## src/rtl/counter_sequencer_if.sv

```systemverilog
// Handshake, config and counter-side bundle for counter_sequencer.
// When SEQ_WATCHDOG_EN is defined, the bundle also carries the err pulse.
interface counter_sequencer_if #(
  parameter int WIDTH = 4,
  parameter int REP_W = 4
);
  logic             start;
  logic             abort;
  logic [WIDTH-1:0] cfg_start;
  logic [WIDTH-1:0] cfg_end;
  logic             cfg_dir;
  logic [REP_W-1:0] cfg_repeat;
  logic [WIDTH-1:0] q_in;
  logic             sel;
  logic             up_and_down;
  logic [WIDTH-1:0] d_out;
  logic             busy;
  logic             done;
  logic [REP_W-1:0] pass_cnt;
`ifdef SEQ_WATCHDOG_EN
  logic             err;

  modport master (
    output start, abort, cfg_start, cfg_end, cfg_dir, cfg_repeat, q_in,
    input  sel, up_and_down, d_out, busy, done, pass_cnt, err
  );
  modport slave (
    input  start, abort, cfg_start, cfg_end, cfg_dir, cfg_repeat, q_in,
    output sel, up_and_down, d_out, busy, done, pass_cnt, err
  );
`else
  modport master (
    output start, abort, cfg_start, cfg_end, cfg_dir, cfg_repeat, q_in,
    input  sel, up_and_down, d_out, busy, done, pass_cnt
  );
  modport slave (
    input  start, abort, cfg_start, cfg_end, cfg_dir, cfg_repeat, q_in,
    output sel, up_and_down, d_out, busy, done, pass_cnt
  );
`endif
endinterface

```

## src/rtl/counter_sequencer.sv

```systemverilog
// Drives a loadable up/down counter through N load/count passes with start/busy/done handshake.
// Optional SEQ_WATCHDOG_EN adds a RUN-cycle watchdog that pulses err on a stuck counter.
module counter_sequencer #(
  parameter int WIDTH = 4,
  parameter int REP_W = 4
) (
  input logic               clk,
  input logic               reset,
  counter_sequencer_if.slave bus
);
  typedef enum logic [1:0] {IDLE, LOAD, RUN, DONE} state_t;

  state_t           state_q, state_d;
  logic [WIDTH-1:0] start_r, end_r;
  logic             dir_r;
  logic [REP_W-1:0] repeat_r, pass_cnt_q;

  logic             sel, up_and_down;
  logic [WIDTH-1:0] d_out;
  logic             latch_cfg, pass_step;

  logic             at_end, last_pass;
  logic [REP_W-1:0] pass_inc, pass_goal;

  assign at_end    = (bus.q_in == end_r);
  assign pass_inc  = pass_cnt_q + 1'b1;
  assign pass_goal = (repeat_r == '0) ? REP_W'(1) : repeat_r;
  assign last_pass = (pass_inc >= pass_goal);

`ifdef SEQ_WATCHDOG_EN
  // Longest legal pass spends 2^WIDTH cycles in RUN; the cycle after that trips.
  localparam logic [WIDTH:0] RUN_LIMIT = {1'b1, {WIDTH{1'b0}}};
  logic [WIDTH:0] run_cnt;
  logic           wd_trip;
  logic           err_q;
`endif

  always_comb begin
    state_d     = state_q;
    sel         = 1'b1;
    d_out       = bus.q_in;
    up_and_down = 1'b0;
    latch_cfg   = 1'b0;
    pass_step   = 1'b0;
`ifdef SEQ_WATCHDOG_EN
    wd_trip     = 1'b0;
`endif
    case (state_q)
      IDLE: begin
        if (bus.start) begin
          latch_cfg = 1'b1;
          state_d   = LOAD;
        end
      end
      LOAD: begin
        if (bus.abort) begin
          state_d = IDLE;
        end else begin
          d_out   = start_r;
          state_d = RUN;
        end
      end
      RUN: begin
        // abort wins over a completing pass: no pass_cnt step, no done
        if (bus.abort) begin
          state_d = IDLE;
        end else if (at_end) begin
          pass_step = 1'b1;
          state_d   = last_pass ? DONE : LOAD;
        end
`ifdef SEQ_WATCHDOG_EN
        else if (run_cnt == RUN_LIMIT) begin
          wd_trip = 1'b1;
          state_d = IDLE;
        end
`endif
        else begin
          sel         = 1'b0;
          up_and_down = dir_r;
        end
      end
      DONE: state_d = IDLE;
      default: state_d = IDLE;
    endcase
  end

  always_ff @(posedge clk) begin
    if (reset) begin
      state_q    <= IDLE;
      start_r    <= '0;
      end_r      <= '0;
      dir_r      <= 1'b0;
      repeat_r   <= '0;
      pass_cnt_q <= '0;
    end else begin
      state_q <= state_d;
      if (latch_cfg) begin
        start_r    <= bus.cfg_start;
        end_r      <= bus.cfg_end;
        dir_r      <= bus.cfg_dir;
        repeat_r   <= bus.cfg_repeat;
        pass_cnt_q <= '0;
      end else if (pass_step) begin
        pass_cnt_q <= pass_inc;
      end
    end
  end

`ifdef SEQ_WATCHDOG_EN
  // run_cnt sits at zero outside RUN, so every entry to RUN starts a fresh count
  always_ff @(posedge clk) begin
    if (reset) begin
      run_cnt <= '0;
      err_q   <= 1'b0;
    end else begin
      run_cnt <= (state_q == RUN) ? run_cnt + 1'b1 : '0;
      err_q   <= wd_trip;
    end
  end

  assign bus.err = err_q;
`endif

  assign bus.sel         = sel;
  assign bus.up_and_down = up_and_down;
  assign bus.d_out       = d_out;
  assign bus.busy        = (state_q == LOAD) || (state_q == RUN);
  assign bus.done        = (state_q == DONE);
  assign bus.pass_cnt    = pass_cnt_q;
endmodule
```

## src/flat_wrapper.sv

```systemverilog
// flat-port wrapper written by rule: the top's interface ports become plain ports
module counter_sequencer_flat 
#(
  parameter int WIDTH = 4,
  parameter int REP_W = 4
)
  (clk, reset, bus_start, bus_abort, bus_cfg_start, bus_cfg_end, bus_cfg_dir, bus_cfg_repeat, bus_q_in, bus_sel, bus_up_and_down, bus_d_out, bus_busy, bus_done, bus_pass_cnt);
  counter_sequencer_if #(.WIDTH(WIDTH), .REP_W(REP_W)) bus_i ();
  input logic clk;
  input logic reset;
  input wire logic [$bits(bus_i.start)-1:0] bus_start;
  input wire logic [$bits(bus_i.abort)-1:0] bus_abort;
  input wire logic [$bits(bus_i.cfg_start)-1:0] bus_cfg_start;
  input wire logic [$bits(bus_i.cfg_end)-1:0] bus_cfg_end;
  input wire logic [$bits(bus_i.cfg_dir)-1:0] bus_cfg_dir;
  input wire logic [$bits(bus_i.cfg_repeat)-1:0] bus_cfg_repeat;
  input wire logic [$bits(bus_i.q_in)-1:0] bus_q_in;
  output wire logic [$bits(bus_i.sel)-1:0] bus_sel;
  output wire logic [$bits(bus_i.up_and_down)-1:0] bus_up_and_down;
  output wire logic [$bits(bus_i.d_out)-1:0] bus_d_out;
  output wire logic [$bits(bus_i.busy)-1:0] bus_busy;
  output wire logic [$bits(bus_i.done)-1:0] bus_done;
  output wire logic [$bits(bus_i.pass_cnt)-1:0] bus_pass_cnt;
  assign bus_i.start = bus_start;
  assign bus_i.abort = bus_abort;
  assign bus_i.cfg_start = bus_cfg_start;
  assign bus_i.cfg_end = bus_cfg_end;
  assign bus_i.cfg_dir = bus_cfg_dir;
  assign bus_i.cfg_repeat = bus_cfg_repeat;
  assign bus_i.q_in = bus_q_in;
  assign bus_sel = bus_i.sel;
  assign bus_up_and_down = bus_i.up_and_down;
  assign bus_d_out = bus_i.d_out;
  assign bus_busy = bus_i.busy;
  assign bus_done = bus_i.done;
  assign bus_pass_cnt = bus_i.pass_cnt;
  counter_sequencer #(.WIDTH(WIDTH), .REP_W(REP_W)) u_core (.clk(clk), .reset(reset), .bus(bus_i));
endmodule
```

## config.mk

```make
export PLATFORM = sky130hd
export DESIGN_NAME = counter_sequencer_flat
export DESIGN_NICKNAME = d
export VERILOG_FILES = /design/src/rtl/counter_sequencer_if.sv /design/src/rtl/counter_sequencer.sv /design/src/flat_wrapper.sv
export SDC_FILE = /design/constraint.sdc
export NUM_CORES = 1
export LEC_CHECK = 0
export CAP_MARGIN = 20
export CELL_PAD_IN_SITES_DETAIL_PLACEMENT = 2
export CELL_PAD_IN_SITES_GLOBAL_PLACEMENT = 2
export CORE_MARGIN = 4
export CORE_UTILIZATION = 27
export CTS_BUF_LIST = sky130_fd_sc_hd__clkbuf_4
export DETAILED_ROUTE_END_ITERATION = 12
export PLACE_DENSITY_LB_ADDON = 0.1
export RECOVER_POWER = 50
export SLEW_MARGIN = 20
export SYNTH_ARGS = -nofsm -noshare
export SYNTH_HDL_FRONTEND = slang
export SYNTH_SLANG_ARGS = --single-unit
```

## constraint.sdc

```tcl
create_clock -name clk -period 1.9 [get_ports clk]
set_input_delay 0.38 -clock clk [delete_from_list [all_inputs] [get_ports clk]]
set_output_delay 0.38 -clock clk [all_outputs]
set_load 0.05 [all_outputs]
```

; Word level (Yosys, flattened, before mapping)
; Index checks and enable logic that the tools add are counted.
[word_totals]
register_bits = 19
inputBits = 21
out_inout_bits = 12
[classes]
add_sub_neg = 1
order_cmp = 1
n_eq_ne = 6
n_mux = 19
reduce_logical = 5
[op_table]
columns = op, n
row1 = $mux 4, 3
row2 = $mux 1, 10
row3 = $mux 2, 5
row4 = $pmux 2 s4, 1
row5 = $add 4x1->4 const B, 1
row6 = $eq 2x2->1 const B, 2
row7 = $eq 4x4->1, 1
row8 = $ge 4x4->1, 1
row9 = $logic_not 4->1, 1
row10 = $ne 3x2->1 const B, 1
row11 = $eq 2x1->1 const B, 1
row12 = $logic_not 2->1, 1
row13 = $ne 2x2->1 const B, 1
row14 = $reduce_and 2->1, 1
row15 = $reduce_or 2->1, 1
row16 = $logic_or 1x1->1, 1

; Longest topological paths before layout
; Gate-level depths: netlist of the first run.
[depth]
ltp_word = 7
depth_mapped = 7

; Worst setup path before layout of the first run
; Ideal clock, no wire load.
[synth_path]
kind = input port to flip-flop
start = input port bus_q_in[0]
end = register u_core.state_q[1]
arrival_time_ns = 2.824
required_time_ns = 1.799
setup_slack_ns = -1.025
stages = 4
n_path_buf = 0
path_cell_list = xor2_1 > o41ai_1 > nand2_1 > o41ai_1
[synth_via]
elab_chain_len = 3
[synth_rtl]
columns = item, line
row1 = from (decl), flat_wrapper.sv:17  ; input wire logic [$bits(bus_i.q_in)-1:0] bus_q_in;
row2 = $eq 4x4->1, counter_sequencer.sv:25  ; assign at_end = (bus.q_in == end_r);
row3 = $ne 3x2->1 (no line), -
row4 = $reduce_and 2->1 (no line), -
row5 = to (signal assigned), counter_sequencer.sv:96  ; state_q <= state_d;
row6 = to (decl), counter_sequencer.sv:13  ; state_t state_q, state_d;
; No other way between the ends.
; A chain may end at the register's enable or synchronous reset.

; Final worst setup path of the first run
[layout_path]
start = input port bus_q_in[1]
end = output port bus_up_and_down
[layout_via]
elab_chain_len = 4
[layout_rtl]
columns = item, line
row1 = $eq 4x4->1, counter_sequencer.sv:25
row2 = $mux 1, counter_sequencer.sv:67  ; end else if (at_end) begin
row3 = $mux 1, counter_sequencer.sv:65  ; if (bus.abort) begin
row4 = $mux 1, counter_sequencer.sv:48  ; case (state_q)
row5 = to (decl), flat_wrapper.sv:19  ; output wire logic [$bits(bus_i.up_and_down)-1:0] bus_up_and_down;
; No other way between the ends.

==> results.toml, run 1 <==
[outcome]
status = "finished with violations"
violations = "negative setup slack"

[floorplanning]
dieWidth_um = 69.8
pin_count = 33
coreArea_sq_um = 3690
initial_core_util_pct = 28.0
row_count = 22
die_h_um = 69.8
dieArea_sq_um = 4880

[routing]
drtIter0Drc = 30
dr.pass1.iters = 4
post_drt_via_cell_ratio = 4.85
wl_per_cell_um = 16.6
drc = 0
routed_wl_um = 3600
vias = 1053
ant_nets = 0

[layout]
design_area_sq_um = 1670
drive_gt1_share_pct = 32.5
stdcell_count = 217
area.growth.synth_to_final_pct = 61.3
fin_nets = 201
diodes = 0

[power]
switching_share_pct = 31.7
p_leak_nw = 0.690
clockPowerShare_pct = 22.7
vdd_drop_max_mv = 0.308
p_seq_share_pct = 45.2
internal-power_mw = 0.666
p_per_area_nw_per_um2 = 586
pwr-share-comb_pct = 32.1
p_sw_mw = 0.310

[critical_path]
worstPathArrival_ns = 1.64
crit_type = "input port to output port"
required_ns = 1.52
cp-end-kind = "output port"
path_max_fanout = 2
start_kind = "input port"

[timing]
slew_viol_final = 0
clock_skew_ns = 0.00375
layout_min_cycle_time_ns = 2.02
fin_crit_sh_pct = 107
setup_viol = 2
fmax_mhz = 494
worst_slew_pin_slew_ns = 0.591
hold_viol = 0
rsz0062_at_grt = "true"
slew_headroom_pct = 60.8
setup_slack_ns = -0.125

[logic_synthesis]
ys_seq_elements = 19
yosysWarnings = 0
yosysSeqAreaShare_pct = 36.8
synth_nets = 155
syn_avg_cell_area_sq_um = 8.32
ys.flop_type = "dfxtp_1"
synth.largest_area_cell = "dfxtp_1"
synth-edff-count = 0
ys_async_sr_fraction_pct = 0
synth_cell_types = 27
netlist_top_cells_count = "nand2_1 (28), dfxtp_1 (19), a21oi_1 (18), ha_1 (10), inv_1 (7)"
yosysTopAreaCellShare_pct = 36.8
synth.most_common_cell = "nand2_1"
syn_area_sq_um = 1030
netlist_instances = 124
yosys-top-cells-area = "dfxtp_1 (37%), ha_1 (12%), nand2_1 (10%)"

[job]
drv_cap = 0

[clocking]
cts_buffers = 3
cts_tree = "yes"
htree_levels = 1
holdBufCountCts = 0
cts_sinks = 19
clockBufferDepth = 2
cts_root_buf = "clkbuf_4"
worstSkewPairLatency_ns = 0.29
clk_pin_slew_ns = 0.11

[placement]
placed_cells = 212
place_congestion = 0.767
placed_area_sq_um = 1520
hpwl_um = 2720
portBuffers = 32

[global_route]
track_usage_pct = 14.5
grt_first_pass_wirelength_um = 5690
grt_pass1_vias = 1217
antenna_found_initial = 0
grt_max_degree = 12
overflow = 0

[worst_hold_path]
hp-class = "register to register"
==> metrics by stage <==
stage	utilization, %	worst slack (ns)	hold slack, ns	power (mW)	TNS [ns]
final	45.1	-0.125	0.473	0.976	-0.193
after detailed placement	41.3	-0.525	0.453	0.740	-3.95
after global placement	41.3	-0.410	0.440	0.725	-3.16
after global routing	45.1	-0.194	0.499	1.04	-0.533
after floorplan	-	0.00221	0.432	0.595	0
after CTS	44.6	-0.152	0.469	0.987	-0.240
==> worst paths after layout <==
path	slack, ns	end	from	depth (start not counted)
max	-0.12	bus_up_and_down	bus_q_in[1]	5
min	0.47	u_core.repeat_r[1]$_SDFFE_PP0P_	u_core.repeat_r[1]$_SDFFE_PP0P_	2
max reg2reg	0.06	u_core.bus.pass_cnt[2]$_SDFFE_PP0P_	u_core.end_r[1]$_SDFFE_PP0P_	5
min reg2reg	0.47	u_core.repeat_r[1]$_SDFFE_PP0P_	u_core.repeat_r[1]$_SDFFE_PP0P_	2
==> worst max-delay path: stages <==
cell and delay [ns]:
clkdlybuf4s15_1 0.21, xor2_2 0.20, or4_4 0.54, and3_4 0.17
buf_8 0.14
==> layout by cell type (no fill, tap or decap), drive strengths merged, types with 5 or more instances in the layout <==
cell type,count
a21oi,18
xor2,5
clkbuf,7
dfxtp,19
ha,10
nand2,28
buf,22
inv,7
clkdlybuf4s50,15
==> state kept, by name, summed over array words and instances, names as in the netlist <==
| register | flops |
|---|---|
| u_core.bus.pass_cnt | 4 |
| u_core.end_r | 4 |
| u_core.repeat_r | 4 |
| u_core.start_r | 4 |
| u_core.state_q | 2 |
| u_core.dir_r | 1 |
==> per-layer routing <==
metal | vias to the layer above | global-route usage (%) | wire length [um]
met5 | - | 0 | 0
met4 | 0 | 2.55 | 18
met3 | 2 | 3.19 | 135
met2 | 21 | 27.8 | 1940
met1 | 516 | 16.2 | 1500
li1 | 514 | - | -
==> power groups by stage <==
| stage | Sequential [mW] | Combinational, mW | Clock (mW) |
|---|---|---|---|
| 2_1_floorplan | 0.440 | 0.154 | 0 |
| 3_3_place_gp | 0.443 | 0.282 | 0 |
| 3_5_place_dp | 0.445 | 0.295 | 0 |
| 4_1_cts | 0.440 | 0.316 | 0.231 |
| 5_1_grt | 0.444 | 0.339 | 0.258 |
| 6_report | 0.441 | 0.313 | 0.221 |
==> area by class of cell <==
class                           count  area (sq um)
Multi-Input combinational cell     93           722
Tap cell                           48          60.1
Inverter                            7          26.3
Timing Repair Buffer               46           439
Clock buffer                        4          30.0
Sequential cell                    19           388
Fill cell                         424          2020
==> timing repair <==
item,4_1_cts,5_1_grt
resized for setup,33,11
buffers inserted,1,0
endpoints found under the setup margin,12,9
pin swaps,7,1
==> kinds of logic after synthesis <==
group / share of synthesized area (%)
compound gates: 17.2
xor+xnor: 5.09
fa+ha+maj: 12.1
buf+inv: 4.48
flops: 36.8
mux: 4.36
simple gates: 19.9
(Power assumes the default switching activity.)
==> run 2: changes to the inputs <==
Settings changed: SETUP_SLACK_MARGIN set to 0.02.
Clock period 1.9 ns to 2.1 ns, I/O delays scaled along.
==> run 2 against run 1 <==
  * The flow now finishes without violations
  * Combinational power decreased by 22%
  * Global-route usage fell by 0.58 points
  * Die area unchanged
  * Worst setup slack gained 0.13 ns
  * Cell count decreased by 1.4%
  * First-iteration DRC count fell by 27%
  * Non-clock buffer count fell by 3
  * Total power fell by 14%
==> results.toml, run 2 (synthesis gave the netlist of run 1 again) <==
[floorplanning]
die_h_um = 69.8
initial_core_util_pct = 28.0
row_count = 22
dieWidth_um = 69.8
coreArea_sq_um = 3690
pin_count = 33
dieArea_sq_um = 4880

[layout]
fillers = 429
design_area_sq_um = 1550
fin_nets = 198
final_common_cell = "nand2_1"
drive_gt1_share_pct = 24.7
diodes = 0
final_cell_mix = "nand2_1 (28), clkdlybuf4s50_1 (20), a21oi_1 (18)"
multi_input_comb_area_sq_um = 652
regArea_sq_um = 388
area.growth.synth_to_final_pct = 49.7

[critical_path]
critPathLaunch = "u_core.end_r[0]$_SDFFE_PP0P_"
worstPathCellList = "xor2_2, or4_4, and3_4, buf_8"
required_ns = 1.68
r2r_cells = 6
path_max_fanout = 2
r2r_setup_slack_ns = 0.14
r2r_start = "u_core.end_r[0]$_SDFFE_PP0P_"
start_kind = "register"
crit_slowest_cell = "or4_4"
worstPathArrival_ns = 1.68
cp-end-kind = "output port"
slowest_delay_ns = 0.54
timing.rr.end = "u_core.bus.pass_cnt[3]$_SDFFE_PP0P_"
endpoint = "bus_up_and_down"
crit_type = "register to output port"

[power]
p_leak_nw = 0.617
vdd_drop_max_mv = 0.258
p_per_area_nw_per_um2 = 542

[global_route]
antenna_found_initial = 0
grt_pass1_vias = 1124
grt_first_pass_wirelength_um = 5380
overflow = 0
track_usage_pct = 13.9
grt_max_degree = 15

[timing]
worst_slew_pin_slew_ns = 0.806
fin_crit_sh_pct = 99.8
rsz0062_at_grt = "true"
clock_skew_ns = 0.0169
fmax_mhz = 477
slew_headroom_pct = 46.3
setup_slack_ns = 0.00323
hold_viol = 0
layout_min_cycle_time_ns = 2.10
slew_viol_final = 0
setup_viol = 0

[routing]
drc = 0
wl_per_cell_um = 15.5
dr.pass1.iters = 4
ant_nets = 0
vias = 1022
post_drt_via_cell_ratio = 4.78
drtIter0Drc = 22
routed_wl_um = 3310

[outcome]
status = "complete, no violations"

[clocking]
htree_levels = 1
cts_root_buf = "clkbuf_4"
worstSkewPairLatency_ns = 0.31
clockBufferDepth = 2
clk_pin_slew_ns = 0.13
cts_buffers = 3
cts_sinks = 19
cts_tree = "yes"

[placement]
hpwl_um = 2480
portBuffers = 32
place_ws_ns = -0.311
place_congestion = 0.778
placed_area_sq_um = 1470

[worst_hold_path]
hold_depth = 2
hp-class = "register to register"

[job]
drv_cap = 0
-- run 2: cell types whose count changed in the layout (fill, tap and decap cells not counted), moves of 3 or more --
cell | before | now
mux2_4 | 3 | 0
xor2_1 | 1 | 4
mux2_2 | 1 | 4
xor2_2 | 4 | 1
clkdlybuf4s50_1 | 15 | 20
-- run 2: layout make-up --
cell class | instances | area share, %
clock buffer | 3 | 1.46
clock inverter | 1 | 0.324
inverter | 7 | 1.70
multi-input combinational | 93 | 42.2
sequential | 19 | 25.1
tap | 48 | 3.89
timing repair buffer | 43 | 25.3
-- run 2: routing by layer --
metal | share of wire, % | global-route usage (%) | vias up
met2 | 55 | 26.3 | 21
li1 | - | - | 508
met1 | 40 | 14.9 | 487
met4 | 1.7 | 4.89 | 0
met5 | 0 | 0 | -
met3 | 3.3 | 2.90 | 6
-- run 2: critical path: cells and delay by family, from the launching register on --
family | cells | cell delay, ns
buf+inv | 1 | 0.14
flops | 1 | 0.36
simple gates | 2 | 0.71
xor+xnor | 1 | 0.15
-- run 2: worst min path at each step --
stage                                   startpoint                             end
floorplan                u_core.dir_r$_SDFFE_PP0P_       u_core.dir_r$_SDFFE_PP0P_
global placement    u_core.start_r[2]$_SDFFE_PP0P_  u_core.start_r[2]$_SDFFE_PP0P_
detailed placement  u_core.start_r[3]$_SDFFE_PP0P_  u_core.start_r[3]$_SDFFE_PP0P_
CTS                 u_core.start_r[3]$_SDFFE_PP0P_  u_core.start_r[3]$_SDFFE_PP0P_
global route        u_core.start_r[3]$_SDFFE_PP0P_  u_core.start_r[3]$_SDFFE_PP0P_
finish              u_core.start_r[3]$_SDFFE_PP0P_  u_core.start_r[3]$_SDFFE_PP0P_
-- run 2: metrics by stage --
stage	total power [mW]	hold WS, ns	std cells	util [%]	setup TNS [ns]
2_1_floorplan	0.538	0.432	124	-	0
3_3_place_gp	0.632	0.439	208	39.9	-1.45
3_5_place_dp	0.644	0.456	208	39.9	-1.74
4_1_cts	0.843	0.471	213	41.2	-0.0260
5_1_grt	0.890	0.494	214	41.9	-0.0863
6_report	0.837	0.464	214	41.9	0
-- run 2: what timing repair did --
item	4_1_cts	5_1_grt
gates resized for setup	9	13
buffers inserted	1	2
pin swaps	3	3
hold buffers	0	0
setup endpoints to repair	6	9
-- run 2: report_power, final --
part / internal (mW) / switching [mW] / total, mW
clock: 0.0711 / 0.125 / 0.196
sequential: 0.382 / 0.0138 / 0.396
combinational: 0.107 / 0.138 / 0.245
